===== src/rtl/decode_pkg.sv =====
// decode_pkg: ALU encodings, MIPS opcode/function constants and the decoded-entry record
package decode_pkg;
  typedef enum logic [3:0] {
    ALU_AND   = 4'b0000, ALU_OR   = 4'b0001, ALU_XOR  = 4'b0010, ALU_CMPZ  = 4'b0011,
    ALU_LEZ   = 4'b0100, ALU_SLL  = 4'b0101, ALU_SRA  = 4'b0110, ALU_SRL   = 4'b0111,
    ALU_SLT   = 4'b1000, ALU_SLTU = 4'b1001, ALU_ADDU = 4'b1010, ALU_SUBU  = 4'b1011,
    ALU_DIV   = 4'b1100, ALU_DIVU = 4'b1101, ALU_MULT = 4'b1110, ALU_MULTU = 4'b1111
  } alu_op_e;
  localparam logic [5:0] OP_SPECIAL = 6'h00, OP_REGIMM = 6'h01, OP_J = 6'h02, OP_JAL = 6'h03;
  localparam logic [5:0] OP_BEQ = 6'h04, OP_BNE = 6'h05, OP_BLEZ = 6'h06, OP_BGTZ = 6'h07;
  localparam logic [5:0] OP_ADDIU = 6'h09, OP_SLTI = 6'h0A, OP_SLTIU = 6'h0B, OP_ANDI = 6'h0C;
  localparam logic [5:0] OP_ORI = 6'h0D, OP_XORI = 6'h0E, OP_LUI = 6'h0F;
  localparam logic [5:0] OP_LB = 6'h20, OP_LH = 6'h21, OP_LW = 6'h23, OP_LBU = 6'h24, OP_LHU = 6'h25;
  localparam logic [5:0] OP_SB = 6'h28, OP_SH = 6'h29, OP_SW = 6'h2B;
  localparam logic [5:0] FN_SLL = 6'h00, FN_SRL = 6'h02, FN_SRA = 6'h03, FN_SLLV = 6'h04;
  localparam logic [5:0] FN_SRLV = 6'h06, FN_SRAV = 6'h07, FN_JR = 6'h08, FN_JALR = 6'h09;
  localparam logic [5:0] FN_MFHI = 6'h10, FN_MTHI = 6'h11, FN_MFLO = 6'h12, FN_MTLO = 6'h13;
  localparam logic [5:0] FN_MULT = 6'h18, FN_MULTU = 6'h19, FN_DIV = 6'h1A, FN_DIVU = 6'h1B;
  localparam logic [5:0] FN_ADDU = 6'h21, FN_SUBU = 6'h23, FN_AND = 6'h24, FN_OR = 6'h25;
  localparam logic [5:0] FN_XOR = 6'h26, FN_SLT = 6'h2A, FN_SLTU = 6'h2B;
  typedef struct packed {
    alu_op_e     alu_op;
    logic        reg_wr_en, mem_wr_en, use_alu, pc_branch, pc_jump, i_type, j_type, r_type, illegal;
    logic [4:0]  rs, rt, dest, shamt;
    logic [31:0] imm;
  } decoded_t;
endpackage


===== src/rtl/decode_fields.sv =====
// decode_fields: combinational decode of one instruction word into a decoded entry
module decode_fields
  import decode_pkg::*;
(
  input  logic [31:0] instr,
  output decoded_t    dec,
  output logic        muldiv,
  output logic        hilo_use
);
  logic [5:0] op, fn;
  logic r_type, j_type, ok, store, branch, no_wr;
  alu_op_e alu;
  assign op = instr[31:26];
  assign fn = instr[5:0];
  assign r_type = op == OP_SPECIAL;
  assign j_type = op[5:1] == 5'b00001;
  assign muldiv = r_type & (fn[5:2] == 4'b0110);
  assign hilo_use = muldiv | (r_type & (fn[5:2] == 4'b0100));
  assign store = op[5:3] == 3'b101;
  assign branch = (op == OP_REGIMM) | (op[5:2] == 4'b0001);
  assign no_wr = muldiv | (r_type & (fn == FN_MTHI | fn == FN_MTLO | fn == FN_JR)) | store | branch | (op == OP_J);
  // opcode / function tables: ALU operation and legality
  always_comb begin
    alu = ALU_AND;
    ok = 1'b1;
    case (op)
      OP_SPECIAL:
        case (fn)
          FN_SLL, FN_SLLV: alu = ALU_SLL;
          FN_SRL, FN_SRLV: alu = ALU_SRL;
          FN_SRA, FN_SRAV: alu = ALU_SRA;
          FN_MULT:         alu = ALU_MULT;
          FN_MULTU:        alu = ALU_MULTU;
          FN_DIV:          alu = ALU_DIV;
          FN_DIVU:         alu = ALU_DIVU;
          FN_ADDU:         alu = ALU_ADDU;
          FN_SUBU:         alu = ALU_SUBU;
          FN_AND:          alu = ALU_AND;
          FN_OR:           alu = ALU_OR;
          FN_XOR:          alu = ALU_XOR;
          FN_SLT:          alu = ALU_SLT;
          FN_SLTU:         alu = ALU_SLTU;
          FN_JR, FN_JALR, FN_MFHI, FN_MTHI, FN_MFLO, FN_MTLO: alu = ALU_AND;
          default:         ok = 1'b0;
        endcase
      OP_REGIMM: begin
        alu = ALU_CMPZ;
        ok = instr[19:17] == 3'b000;
      end
      OP_BEQ, OP_BNE:   alu = ALU_XOR;
      OP_BLEZ, OP_BGTZ: alu = ALU_LEZ;
      OP_ADDIU:         alu = ALU_ADDU;
      OP_SLTI:          alu = ALU_SLT;
      OP_SLTIU:         alu = ALU_SLTU;
      OP_ANDI:          alu = ALU_AND;
      OP_ORI:           alu = ALU_OR;
      OP_XORI:          alu = ALU_XOR;
      OP_J, OP_JAL, OP_LUI, OP_LB, OP_LH, OP_LW, OP_LBU, OP_LHU, OP_SB, OP_SH, OP_SW: alu = ALU_AND;
      default:          ok = 1'b0;
    endcase
  end
  // assemble the entry; illegal words still flow but never write state
  always_comb begin
    dec.alu_op = alu;
    dec.reg_wr_en = ok & ~no_wr;
    dec.mem_wr_en = ok & store;
    dec.use_alu = ~op[0];
    dec.pc_branch = branch;
    dec.pc_jump = (r_type & (fn[5:1] == 5'b00100)) | j_type;
    dec.i_type = ~r_type & ~j_type;
    dec.j_type = j_type;
    dec.r_type = r_type;
    dec.illegal = ~ok;
    dec.rs = instr[25:21];
    dec.rt = instr[20:16];
    dec.dest = r_type ? instr[15:11] : ((op == OP_JAL) | ((op == OP_REGIMM) & instr[20])) ? 5'd31 : instr[20:16];
    dec.shamt = instr[10:6];
    dec.imm = (op == OP_LUI) ? {instr[15:0], 16'h0000} :
              (op == OP_ANDI | op == OP_ORI | op == OP_XORI) ? {16'h0000, instr[15:0]} :
              {{16{instr[15]}}, instr[15:0]};
  end
endmodule


===== src/rtl/instruction_decode_pipe.sv =====
// instruction_decode_pipe: decode stage feeding a small FIFO, with HI/LO hazard stall and flush
module instruction_decode_pipe
  import decode_pkg::*;
#(
  parameter int FIFO_DEPTH    = 4,
  parameter int MULDIV_CYCLES = 32
) (
  input  logic        clk,
  input  logic        reset,
  input  logic        in_valid,
  output logic        in_ready,
  input  logic [31:0] instr,
  input  logic        flush,
  output logic        out_valid,
  input  logic        out_ready,
  output logic [3:0]  alu_op,
  output logic        reg_wr_en,
  output logic        mem_wr_en,
  output logic        use_alu,
  output logic        pc_branch,
  output logic        pc_jump,
  output logic        i_type,
  output logic        j_type,
  output logic        r_type,
  output logic        illegal,
  output logic [4:0]  rs,
  output logic [4:0]  rt,
  output logic [4:0]  dest,
  output logic [4:0]  shamt,
  output logic [31:0] imm,
  output logic        hilo_busy
);
  localparam int AW = $clog2(FIFO_DEPTH);
  localparam int CW = $clog2(MULDIV_CYCLES + 1);
  decoded_t in_dec, head;
  decoded_t mem_q [FIFO_DEPTH];
  logic [AW-1:0] wptr_q, wptr_d, rptr_q, rptr_d;
  logic [AW:0] cnt_q, cnt_d;
  logic [CW-1:0] busy_q, busy_d;
  logic muldiv, hilo_use, full, stall, push, pop;
  decode_fields u_dec (.instr(instr), .dec(in_dec), .muldiv(muldiv), .hilo_use(hilo_use));
  assign full = cnt_q == (AW+1)'(FIFO_DEPTH);
  assign hilo_busy = busy_q != '0;
  assign stall = hilo_busy & hilo_use;
  assign in_ready = ~full & ~flush & ~stall;
  assign out_valid = cnt_q != '0;
  assign push = in_valid & in_ready;
  assign pop = out_valid & out_ready & ~flush;
  // pointer/count/busy next state; flush wins over push and pop, busy keeps counting
  always_comb begin
    wptr_d = flush ? '0 : wptr_q + AW'(push);
    rptr_d = flush ? '0 : rptr_q + AW'(pop);
    cnt_d = flush ? '0 : cnt_q + (AW+1)'(push) - (AW+1)'(pop);
    busy_d = (push & muldiv) ? CW'(MULDIV_CYCLES) : busy_q - CW'(hilo_busy);
  end
  // control state with asynchronous reset
  always_ff @(posedge clk or posedge reset) begin
    if (reset) begin
      wptr_q <= '0;
      rptr_q <= '0;
      cnt_q <= '0;
      busy_q <= '0;
    end else begin
      wptr_q <= wptr_d;
      rptr_q <= rptr_d;
      cnt_q <= cnt_d;
      busy_q <= busy_d;
    end
  end
  // entry storage needs no reset; validity is tracked by the count
  always_ff @(posedge clk) begin
    if (push) mem_q[wptr_q] <= in_dec;
  end
  assign head = mem_q[rptr_q];
  assign alu_op = head.alu_op;
  assign reg_wr_en = head.reg_wr_en;
  assign mem_wr_en = head.mem_wr_en;
  assign use_alu = head.use_alu;
  assign pc_branch = head.pc_branch;
  assign pc_jump = head.pc_jump;
  assign i_type = head.i_type;
  assign j_type = head.j_type;
  assign r_type = head.r_type;
  assign illegal = head.illegal;
  assign rs = head.rs;
  assign rt = head.rt;
  assign dest = head.dest;
  assign shamt = head.shamt;
  assign imm = head.imm;
endmodule


===== config.mk =====
export PLATFORM = sky130hd
export DESIGN_NAME = instruction_decode_pipe
export DESIGN_NICKNAME = d
export VERILOG_FILES = /design/src/rtl/decode_pkg.sv /design/src/rtl/decode_fields.sv /design/src/rtl/instruction_decode_pipe.sv
export SDC_FILE = /design/constraint.sdc
export NUM_CORES = 1
export LEC_CHECK = 0
export ABC_AREA = 0
export CAP_MARGIN = 20
export CORE_UTILIZATION = 30
export CTS_CLUSTER_DIAMETER = 60
export CTS_CLUSTER_SIZE = 28
export DETAILED_ROUTE_END_ITERATION = 8
export PLACE_DENSITY = 0.46
export SLEW_MARGIN = 25
export SYNTH_ARGS = -nofsm -noshare
export SYNTH_HDL_FRONTEND = slang
export SYNTH_HIERARCHICAL = 1
export SYNTH_SLANG_ARGS = --single-unit

===== constraint.sdc =====
create_clock -name clk -period 18.7 [get_ports clk]
set_clock_uncertainty 0.15 [all_clocks]
set_input_delay 1.87 -clock clk [delete_from_list [all_inputs] [get_ports clk]]
set_output_delay 1.87 -clock clk [all_outputs]
set_load 0.02 [all_outputs]

==> impl_metrics.toml <==
[sta]
timing.fmax_mhz = 146
maxSlewHeadroom = 0.377
whs_ns = 0.418
setup_viol = 0
hold_viol = 0
tns_ns = 0
slew_violations = 0
postLayoutSetupSlackWorst_ns = 11.84
worst_pin_slew_ns = 0.931
finalCritPeriodShare = 0.367
finalCriticalPeriod_ns = 6.86
rsz0062_at_grt = "no"

[clock_tree]
cts_tree = "done"
clk_latency_ns = 0.52
cts_hold_buf = 0
cts_buffer_depth = 3
cts_made_buffers = 24
cts_resized = 0
post_cts_buffers = 0
htreeDepth = 1
cts.sinks = 273
cts_root_buf = "clkbuf_16"
cts.clk_slew.worst_paths_ns = 0.07

[power]
power_frac_comb = 0.181
switchingPower_uw = 438
p_seq_frac = 0.473
switching_share = 0.282
ir_worst_vdd_mv = 0.0536
power_mw = 1.55
p_per_area_nw_per_um2 = 114
internal_power_mw = 1.11
pwr-share-clk = 0.345
power_leakage_nw = 4.33

[worst_setup_path]
path_class = "primary input to primary output"
max_stage_delay_ns = 0.89
path_max_fanout = 23
critPathLaunchType = "primary input"
arrival_ns = 4.84
cp_slowest_cell = "clkdlybuf4s50_1"
required_ns = 16.68
end_kind = "primary output"
path_cells = "clkdlybuf4s50_1, nor2_1, nand2_1, nor3_1, o41a_4, nor2_1, clkdlybuf4s50_1"

[synthesis]
synth.top_cell.area_share = 0.696
post_synth_num_cell_types = 57
syn_area_um2 = 11200
synthArstFlopShare = 0.0476
yosysMostFrequentCell = "edfxtp_1"
synthCells = 589
yosysWarnings = 6
synth_nets = 633
yosysSeqAreaShare = 0.725
synth_ff_type = "edfxtp_1"
yosysTopAreaCell = "edfxtp_1"
synth_area_leaders = "edfxtp_1, mux4_2, dfrtp_1"
synth_edf_count = 260
avgSynthCellArea_um2 = 19.0
synth_commonest_cells = "edfxtp_1, mux4_2, nor2_1"
ys_ff_latch = 273

[routing]
wl_met1_um = 11200
wirelength_um = 25200
wl_met3_um = 1020
wl_per_cell_um = 21.7
drt_iter0_drc = 277
wl_met2_um = 12500
top_layer = "met4"
ant_nets = 0
dr.pass1.iters = 4
num_vias = 5698
drc = 0
vias_per_cell = 4.90

[placement]
placed_area_um2 = 12700
gp_congestion = 0.788
place_ws_ns = 11.91
portBuffers = 104
dp_hpwl_um = 15000
dp.cells = 1119

[layout]
post-route-util = 0.370
final_cells = 1163
n_fill_cell = 3348
areaGrowthSynthToFinish_pct = 21.1
finalInstanceArea_um2 = 13600
n_antenna_cell = 0
drive_gt1_frac = 0.201
fin_nets = 721

[die]
fp.dieArea_um2 = 38100
fp.coreArea_um2 = 36700
die_w_um = 195
num_rows = 70
ios = 105
initial_core_util = 0.305
die_h_um = 195

[global_routing]
grt_pass1_wl_um = 38300
antenna_found_initial = 0
track_usage = 0.134
grt_pass1_vias = 6129
grt_overflow_total = 0
grt_start_max_net_pins = 66

[worst_hold_path]
hold_class = "register to register"

[job]
max_cap_violations = 0

[outcome]
outcome = "finished, final reports clean"
final timing paths:
kind	startpoint	to	slack (ns)	depth (start not counted)
worst min-delay path	busy_q[4]	busy_q[4]	0.42	2
worst min register to register	busy_q[4]	busy_q[4]	0.42	2
worst max-delay path	instr[27]	in_ready	11.84	7
min in group asynchronous	reset	wptr_q[0]	1.53	2
max in group asynchronous	reset	rptr_q[0]	16.47	2
worst max register to register	busy_q[4]	cnt_q[2]	15.69	11
sequential cells by signal, summed over array words and instances, names as in the netlist:
register	flops
mem_q	260
busy_q	6
cnt_q	3
rptr_q	2
wptr_q	2
metal layers:
layer  vias to the layer above  track usage
met3                        38       0.0223
met4                         0       0.0376
met2                       129        0.229
li1                       2533            -
met5                         -            0
met1                      2998        0.177
kinds of logic (layout without fill, tap and decap cells):
kind of cell,count (synthesis),in the layout,synth area share
adders and majority gates,7,7,0.00848
muxes,67,67,0.132
buffers and inverters,67,173,0.0314
and+or+nand+nor,97,97,0.0490
DFF,273,273,0.725
xor gates and xnor gates,7,7,0.00547
AOI/OAI and AO/OA,71,71,0.0478
cells in the final DEF, fill, tap and decap left out, drive strengths merged, types with 2 or more instances in the layout:
master	instances
edfxtp	260
or2	2
a21o	16
a31oi	2
clkinv	9
clkbuf	26
and2	3
nor2b	18
buf	8
nand3	2
a21oi	21
nor4	7
nor2	23
ha	6
xnor2	5
nand3b	2
nand2	8
a211oi	4
mux4	65
o21ai	7
clkdlybuf4s50	104
a2111oi	2
nand2b	3
nor3b	2
dfrtp	13
xor2	2
o22a	4
nor3	19
or3	5
inv	25
worst max-delay path, delay by kind of cell:
| kind | cells | cell delay, ns |
|---|---|---|
| and+or+nand+nor | 4 | 1.22 |
| AOI/OAI and AO/OA | 1 | 0.32 |
| buffers and inverters | 2 | 1.43 |
power groups by stage:
stage | logic, mW | registers (mW) | clock network (mW)
2_1_floorplan | 0.182 | 0.737 | 0
3_3_place_gp | 0.281 | 0.749 | 0
3_5_place_dp | 0.287 | 0.750 | 0
4_1_cts | 0.289 | 0.736 | 0.553
5_1_grt | 0.304 | 0.740 | 0.577
6_report | 0.281 | 0.734 | 0.535
area by class of cell:
class                      count  area [um2]  share of cell area
clock buffer                  26         629              0.0464
tap                          468         586              0.0431
inverter                      17        63.8             0.00470
clock inverter                18         262              0.0193
timing repair buffer         112        1140              0.0837
multi-input combinational    249        2760               0.203
sequential                   273        8140               0.600
No activity file was read; power rests on OpenSTA's default activity.
